--- src/rtl/instruction_fetch_pkg.sv ---
// Shared definitions for the instruction fetch stage: FSM encoding and
// default geometry of the instruction memory it addresses.
package instruction_fetch_pkg;

    typedef enum logic [1:0] {
        ST_IDLE   = 2'd0,
        ST_RUN    = 2'd1,
        ST_HALTED = 2'd2
    } state_e;

    localparam int ADDR_W_DEF    = 16;
    localparam int DATA_W_DEF    = 32;
    localparam int MEM_DEPTH_DEF = 256;
    localparam int RESET_PC      = 0;

endpackage : instruction_fetch_pkg

--- src/rtl/instruction_fetch_if.sv ---
// Bundle of control, instruction-memory, redirect and decoder-side signals
// around the fetch stage; master is the fetch unit, slave its environment.
interface instruction_fetch_if #(
    parameter int ADDR_W = 16,
    parameter int DATA_W = 32
) ();

    logic              start;
    logic              halt;
    logic [ADDR_W-1:0] inst_address;
    logic [DATA_W-1:0] read_data;
    logic              redirect_valid;
    logic [ADDR_W-1:0] redirect_pc;
    logic              out_valid;
    logic              out_ready;
    logic [DATA_W-1:0] out_inst;
    logic [ADDR_W-1:0] out_pc;
    logic              fault;
    logic [15:0]       fetch_count;

    modport master (
        input  start, halt, read_data, redirect_valid, redirect_pc, out_ready,
        output inst_address, out_valid, out_inst, out_pc, fault, fetch_count
    );

    modport slave (
        output start, halt, read_data, redirect_valid, redirect_pc, out_ready,
        input  inst_address, out_valid, out_inst, out_pc, fault, fetch_count
    );

endinterface : instruction_fetch_if

--- src/rtl/instruction_fetch_fetch_out_reg.sv ---
// Output holding register of the fetch stage: captures an instruction and its
// address on load, holds while stalled, and drops the valid bit on flush.
module fetch_out_reg #(
    parameter int ADDR_W = 16,
    parameter int DATA_W = 32
) (
    input  logic              clk,
    input  logic              rst_n,
    input  logic              load_i,
    input  logic              flush_i,
    input  logic [DATA_W-1:0] inst_i,
    input  logic [ADDR_W-1:0] pc_i,
    output logic              valid_o,
    output logic [DATA_W-1:0] inst_o,
    output logic [ADDR_W-1:0] pc_o
);

    logic              valid_q;
    logic [DATA_W-1:0] inst_q;
    logic [ADDR_W-1:0] pc_q;

    // NOTE: state is written with non-blocking assignments so every register
    // samples the pre-edge values, independent of statement order.
    always_ff @(posedge clk or negedge rst_n) begin
        if (!rst_n) begin
            valid_q <= 1'b0;
            inst_q  <= '0;
            pc_q    <= '0;
        end else if (flush_i) begin
            valid_q <= 1'b0;
        end else if (load_i) begin
            valid_q <= 1'b1;
            inst_q  <= inst_i;
            pc_q    <= pc_i;
        end
    end

    assign valid_o = valid_q;
    assign inst_o  = inst_q;
    assign pc_o    = pc_q;

endmodule : fetch_out_reg

--- src/rtl/instruction_fetch.sv ---
// Instruction fetch stage: walks a wrapping PC through instruction memory and
// hands words to the decoder through a valid/ready register, with redirects.
module instruction_fetch
    import instruction_fetch_pkg::*;
#(
    parameter int ADDR_W    = ADDR_W_DEF,
    parameter int DATA_W    = DATA_W_DEF,
    parameter int MEM_DEPTH = MEM_DEPTH_DEF
) (
    input  logic clk,
    input  logic rst_n,
    instruction_fetch_if.master bus
);

    localparam logic [ADDR_W-1:0] LAST_PC = ADDR_W'(MEM_DEPTH - 1);
    localparam logic [ADDR_W-1:0] PC_RST  = ADDR_W'(RESET_PC);

    state_e            state_q, state_d;
    logic [ADDR_W-1:0] pc_q, pc_d;
    logic              fault_q, fault_d;
    logic [15:0]       count_q, count_d;

    logic              valid_w;
    logic [DATA_W-1:0] inst_w;
    logic [ADDR_W-1:0] out_pc_w;
    logic              handshake, redirect_ok, redirect_bad;
    logic              fetch_en, load, flush;

    assign handshake    = valid_w && bus.out_ready;
    assign redirect_ok  = bus.redirect_valid && (32'(bus.redirect_pc) < 32'(MEM_DEPTH));
    assign redirect_bad = bus.redirect_valid && !redirect_ok;

    // Halt blocks new loads so the stage drains the held word and then stops.
    assign fetch_en = (state_q == ST_RUN) && (!valid_w || bus.out_ready) && !bus.halt;
    assign load     = fetch_en && !bus.redirect_valid;
    assign flush    = bus.redirect_valid || (handshake && !fetch_en);

    // NOTE: every signal assigned here gets a default first so no path can
    // leave it unassigned and infer a latch.
    always_comb begin
        state_d = state_q;
        pc_d    = pc_q;
        fault_d = fault_q;
        count_d = count_q;

        if (handshake && count_q != 16'hFFFF)
            count_d = count_q + 16'd1;

        if (redirect_bad) begin
            fault_d = 1'b1;
            state_d = ST_HALTED;
        end else begin
            case (state_q)
                ST_IDLE:   if (bus.start) state_d = bus.halt ? ST_HALTED : ST_RUN;
                ST_RUN:    if (bus.halt && (!valid_w || handshake)) state_d = ST_HALTED;
                ST_HALTED: if (bus.start && !bus.halt) state_d = ST_RUN;
                default:   state_d = ST_IDLE;
            endcase

            if (redirect_ok && state_q != ST_IDLE)
                pc_d = bus.redirect_pc;
            else if (load)
                pc_d = (pc_q == LAST_PC) ? PC_RST : pc_q + ADDR_W'(1);
        end
    end

    always_ff @(posedge clk or negedge rst_n) begin
        if (!rst_n) begin
            state_q <= ST_IDLE;
            pc_q    <= PC_RST;
            fault_q <= 1'b0;
            count_q <= 16'd0;
        end else begin
            state_q <= state_d;
            pc_q    <= pc_d;
            fault_q <= fault_d;
            count_q <= count_d;
        end
    end

    fetch_out_reg #(
        .ADDR_W (ADDR_W),
        .DATA_W (DATA_W)
    ) u_out_reg (
        .clk     (clk),
        .rst_n   (rst_n),
        .load_i  (load),
        .flush_i (flush),
        .inst_i  (bus.read_data),
        .pc_i    (pc_q),
        .valid_o (valid_w),
        .inst_o  (inst_w),
        .pc_o    (out_pc_w)
    );

    assign bus.inst_address = pc_q;
    assign bus.out_valid    = valid_w;
    assign bus.out_inst     = inst_w;
    assign bus.out_pc       = out_pc_w;
    assign bus.fault        = fault_q;
    assign bus.fetch_count  = count_q;

endmodule : instruction_fetch

--- src/flat_wrapper.sv ---
// flat-port wrapper written by rule: the top's interface ports become plain ports
module instruction_fetch_flat import instruction_fetch_pkg::*;
#(
    parameter int ADDR_W    = ADDR_W_DEF,
    parameter int DATA_W    = DATA_W_DEF,
    parameter int MEM_DEPTH = MEM_DEPTH_DEF
)
  (clk, rst_n, bus_start, bus_halt, bus_read_data, bus_redirect_valid, bus_redirect_pc, bus_out_ready, bus_inst_address, bus_out_valid, bus_out_inst, bus_out_pc, bus_fault, bus_fetch_count);
  instruction_fetch_if #(.ADDR_W(ADDR_W), .DATA_W(DATA_W)) bus_i ();
  input  logic clk;
  input  logic rst_n;
  input wire logic [$bits(bus_i.start)-1:0] bus_start;
  input wire logic [$bits(bus_i.halt)-1:0] bus_halt;
  input wire logic [$bits(bus_i.read_data)-1:0] bus_read_data;
  input wire logic [$bits(bus_i.redirect_valid)-1:0] bus_redirect_valid;
  input wire logic [$bits(bus_i.redirect_pc)-1:0] bus_redirect_pc;
  input wire logic [$bits(bus_i.out_ready)-1:0] bus_out_ready;
  output wire logic [$bits(bus_i.inst_address)-1:0] bus_inst_address;
  output wire logic [$bits(bus_i.out_valid)-1:0] bus_out_valid;
  output wire logic [$bits(bus_i.out_inst)-1:0] bus_out_inst;
  output wire logic [$bits(bus_i.out_pc)-1:0] bus_out_pc;
  output wire logic [$bits(bus_i.fault)-1:0] bus_fault;
  output wire logic [$bits(bus_i.fetch_count)-1:0] bus_fetch_count;
  assign bus_i.start = bus_start;
  assign bus_i.halt = bus_halt;
  assign bus_i.read_data = bus_read_data;
  assign bus_i.redirect_valid = bus_redirect_valid;
  assign bus_i.redirect_pc = bus_redirect_pc;
  assign bus_i.out_ready = bus_out_ready;
  assign bus_inst_address = bus_i.inst_address;
  assign bus_out_valid = bus_i.out_valid;
  assign bus_out_inst = bus_i.out_inst;
  assign bus_out_pc = bus_i.out_pc;
  assign bus_fault = bus_i.fault;
  assign bus_fetch_count = bus_i.fetch_count;
  instruction_fetch #(.ADDR_W(ADDR_W), .DATA_W(DATA_W), .MEM_DEPTH(MEM_DEPTH)) u_core (.clk(clk), .rst_n(rst_n), .bus(bus_i));
endmodule
--- config.mk ---
export PLATFORM = sky130hd
export DESIGN_NAME = instruction_fetch_flat
export DESIGN_NICKNAME = d
export VERILOG_FILES = /design/src/rtl/instruction_fetch_pkg.sv /design/src/rtl/instruction_fetch_if.sv /design/src/rtl/instruction_fetch_fetch_out_reg.sv /design/src/rtl/instruction_fetch.sv /design/src/flat_wrapper.sv
export SDC_FILE = /design/constraint.sdc
export NUM_CORES = 1
export LEC_CHECK = 0
export ABC_AREA = 0
export ABC_CLOCK_PERIOD_IN_PS = 3800
export CAP_MARGIN = 20
export CORE_UTILIZATION = 48
export CTS_CLUSTER_DIAMETER = 60
export DETAILED_ROUTE_END_ITERATION = 12
export PLACE_DENSITY = 0.86
export RECOVER_POWER = 50
export REMOVE_ABC_BUFFERS = 1
export SLEW_MARGIN = 20
export SYNTH_ARGS = -nofsm -noshare
export SYNTH_HDL_FRONTEND = slang
export SYNTH_SLANG_ARGS = --single-unit
--- constraint.sdc ---
create_clock -name clk -period 3.8 [get_ports clk]
set_clock_uncertainty 0.2 [all_clocks]
set_input_delay 0.38 -clock clk [delete_from_list [all_inputs] [get_ports clk]]
set_output_delay 0.38 -clock clk [all_outputs]
set_load 0.005 [all_outputs]
==> metrics.log <==
[metrics] post-cts gate resize count: 0
[metrics] Worst Path Required: 3.66 ns
[metrics] period utilisation layout: 66.40%
[metrics] Starting Density: 50.70%
[metrics] area leader, netlist: sky130_fd_sc_hd__dfrtp_1
[metrics] crit path capture type: asynchronous set/reset pin
[metrics] final-layout fill cell count: 552
[metrics] number of global-route vias before repair: 3263
[metrics] master cell of the clock root buffer: sky130_fd_sc_hd__clkbuf_8
[metrics] CTS clock-pin slew for the worst setup and hold paths: 0.08 ns
[metrics] headroom to the max-slew limit: -32.97%
[metrics] final slew viol count: 85
[metrics] max capacitance violation total: 1
[metrics] final net count: 588
[metrics] antenna violations before repair: 0
[metrics] Starting DRT DRC Count: 143
[metrics] maximum single-stage delay on the critical path: 1.42 ns
[metrics] worst IR drop on VDD: 0.1843 mV
[metrics] buffer levels on the longest clock path: 2
[metrics] detailed-route DRC error count: 0
[metrics] count of flip-flops with a built-in enable after synthesis: 0
[metrics] CP Class: input pin to asynchronous set/reset pin
[metrics] cell count after synthesis: 402
[metrics] number of H-tree levels: 3
[metrics] first drt pass iteration count: 4
[metrics] Critical Path Slowest Stage Cell: sky130_fd_sc_hd__clkbuf_2
[metrics] met1 layer wirelength in the final routing: 4.019 mm
[metrics] via total after detailed routing: 3312
[metrics] final routed wire length divided by cell count: 14.38 um
[metrics] number of distinct library cell variants in the gate-level netlist after synthesis: 40
[metrics] achievable clock frequency: 396.3 MHz
[metrics] die footprint: 0.008141 mm2
[metrics] Multi-input gate area: 0.001531 mm2
[metrics] Crit Reg-Reg Startpoint: u_core.bus.inst_address[0]
[metrics] register bit total from synthesis: 84
[metrics] count of inserted antenna diode cells: 0
[metrics] cells along the critical path: dlygate4sd3_1 > clkbuf_2
[metrics] insertion delay to the later sink of the worst-skew pair: 0.34 ns
[metrics] top area cells in the synthesized netlist: sky130_fd_sc_hd__dfrtp_1 (56%), sky130_fd_sc_hd__nand2_1 (16%), sky130_fd_sc_hd__xnor2_1 (2.8%)
[metrics] Setup crit start kind: input pin
[metrics] number of setup violations in the final report: 0
[metrics] Remaining Overflow, GRT: 0
[metrics] Post-DP HPWL: 6.345 mm
[metrics] CTS tree: yes
[metrics] reported leakage power: 2.476 nW
[metrics] total routing resource utilization after global routing: 23.84%
[metrics] count of nets left with antenna violations after detail routing: 0
[metrics] setup slack of the most critical reg-to-reg path: 1.32 ns
[metrics] Port Buffers: 135
[metrics] area of the mapped netlist: 0.003736 mm2
[metrics] worst-case setup margin in the final layout: 1.277 ns
[metrics] FF-to-FF path depth: 6
[metrics] Via density: 5.216
[metrics] crit path max fanout: 84
[metrics] ys flop type: sky130_fd_sc_hd__dfrtp_1
[metrics] number of rows in the core area: 31
[metrics] horizontal die dimension: 90.23 um
[metrics] sequential cell area fraction in the yosys report: 56.26%
[metrics] Mean Syn Cell Area: 9.294 um2
[metrics] topmost layer with routed signal wires: met4
[metrics] RSZ-0062 raised after global routing: false
[metrics] total wire length after detailed routing: 9.130 mm
[metrics] number of warnings reported in the yosys synthesis log: 0
[metrics] top cell types by occurrence after synthesis: sky130_fd_sc_hd__nand2_1 (164), sky130_fd_sc_hd__dfrtp_1 (84), sky130_fd_sc_hd__nor2_1 (16)
[metrics] gp weighted congestion: 0.8087
[metrics] final hold violations: 0
[metrics] vertical extent of the die: 90.23 um
[metrics] crit-path leading delay family: buffers and inverters
[metrics] Place WS: 1.113 ns
[metrics] most frequent cell after synthesis: sky130_fd_sc_hd__nand2_1
[metrics] io pins: 136
[metrics] area share of the leading cell type in the synthesized netlist: 56.26%
[metrics] Synth-to-Final Area Change: 41.59%
[metrics] time the final worst path needs with I/O delays and setup: 2.523 ns
[metrics] fraction of registers with async set or reset after synthesis: 100.0%
[metrics] number of buffers and inverters on the critical path: 2
[metrics] arrival time worst endpoint: 2.38 ns
[metrics] launching instance or port of the critical path: rst_n
[metrics] areal power density over the cells: 359.7 mW/mm2
[metrics] area used by sequential logic in the layout: 0.002102 mm2
[metrics] share of final-layout standard cells stronger than drive strength 1: 5.037%
[metrics] status: finished with violations
[metrics] largest net degree at the start of global routing: 85
[metrics] Crit. path cell count: 2
[metrics] count of clock tree sinks: 84
[metrics] reg-to-reg endpoint: u_core.bus.inst_address[5]
[metrics] final sum of negative setup slack: 0 ns
[metrics] core region area: 0.007370 mm2
[metrics] Worst setup endpoint: u_core.u_out_reg.pc_o[5]
[metrics] total clock buffers created by CTS: 9
[metrics] amount of wire on met2 after detailed routing: 4.398 mm
[metrics] path category of the worst min-delay check: register to register
[metrics] pin slew with the least headroom to its limit: 1.995 ns
[metrics] violated checks: max-capacitance violations, max-slew violations
[metrics] routed length on met3: 543 um
[metrics] first-pass GRT wire length: 15.68 mm
## cell type report
cell class	count	area share, %
Multi-Input combinational cell	298	28.95
Sequential cell	84	39.74
Tap cell	99	2.342
Clock buffer	10	2.412
Timing Repair Buffer	138	25.92
Clock inverter	5	0.5676
Inverter	1	0.07096
## worst min-delay path by stage
stage	slack [ns]	depth (start not counted)	end	startpoint
floorplan	-0.12	0	u_core.bus.fault	rst_n
global placement	0.26	1	u_core.bus.fault	u_core.bus.fault
detailed placement	0.26	1	u_core.bus.fault	u_core.bus.fault
CTS	0.05	1	u_core.bus.fetch_count[14]	rst_n
global route	0.30	2	u_core.u_out_reg.inst_o[7]	u_core.u_out_reg.inst_o[7]
finish	0.27	1	u_core.bus.fault	u_core.bus.fault
## routing by layer
| layer | vias to the layer above | global-route usage, % |
|---|---|---|
| li1 | 1596 | - |
| met1 | 1576 | 31.61 |
| met2 | 127 | 39.69 |
| met3 | 13 | 3.638 |
| met4 | 0 | 8.871 |
| met5 | - | 0 |
## kinds of logic (layout without fill, tap and decap cells)
group	Yosys count	count (layout)	share of synthesized area (%)
simple gates	241	241	30.01
flops	84	84	56.26
compound gates	36	36	5.927
buf+inv	20	154	2.578
xor+xnor	17	17	3.985
fa+ha+maj	2	2	0.6697
mux	2	2	0.5693
## through the flow
stage / instances / hold WS, ns / cell area, um2 / total power (W) / utilization [%]
finish: 635 / 0.2739 / 5290 / 0.001903 / 71.78
global route: 635 / 0.2987 / 5290 / 0.001997 / 71.78
CTS: 634 / 0.04546 / 5289 / 0.001946 / 71.77
detailed placement: 619 / 0.2570 / 5131 / 0.001410 / 69.63
global placement: 619 / 0.2550 / 5131 / 0.001395 / 69.63
floorplan: 383 / -0.1156 / 3643 / 0.001138 / -
## report_power, final
part	leakage, nW	internal, W	switching (W)
Clock	0.0779	0.000231	0.000305
Sequential	1.12	0.000977	0.0000654
Combinational	1.27	0.000204	0.000121
Total	2.48	0.00141	0.000491
## sequential cells by signal, summed over array words and instances (netlist names)
| signal | cells |
|---|---|
| u_core.u_out_reg.inst_o | 32 |
| u_core.bus.fetch_count | 16 |
| u_core.bus.inst_address | 16 |
| u_core.u_out_reg.pc_o | 16 |
| u_core.state_q | 2 |
| u_core.bus.fault | 1 |
| u_core.u_out_reg.valid_o | 1 |
## repair_timing
item / in CTS / in global routing
hold endpoints to repair: 0 / 84
hold buffers: 0 / 1
buffers inserted: 0 / 0
## cell usage in the layout (no fill, tap or decap), types with 3 or more instances in the layout
cell,count
sky130_fd_sc_hd__a21oi_1,12
sky130_fd_sc_hd__a31oi_1,6
sky130_fd_sc_hd__and3_1,8
sky130_fd_sc_hd__clkbuf_8,9
sky130_fd_sc_hd__clkdlybuf4s50_1,97
sky130_fd_sc_hd__clkinv_2,3
sky130_fd_sc_hd__dfrtp_1,84
sky130_fd_sc_hd__dlygate4sd3_1,38
sky130_fd_sc_hd__nand2_1,164
sky130_fd_sc_hd__nand2b_1,3
sky130_fd_sc_hd__nand3_1,12
sky130_fd_sc_hd__nand4_1,12
sky130_fd_sc_hd__nor2_1,16
sky130_fd_sc_hd__nor4_1,3
sky130_fd_sc_hd__o21ai_0,3
sky130_fd_sc_hd__o21ai_1,7
sky130_fd_sc_hd__o31ai_1,3
sky130_fd_sc_hd__or3_1,4
sky130_fd_sc_hd__xnor2_1,12
sky130_fd_sc_hd__xor2_1,5
No activity file was read; power rests on OpenSTA's default activity.
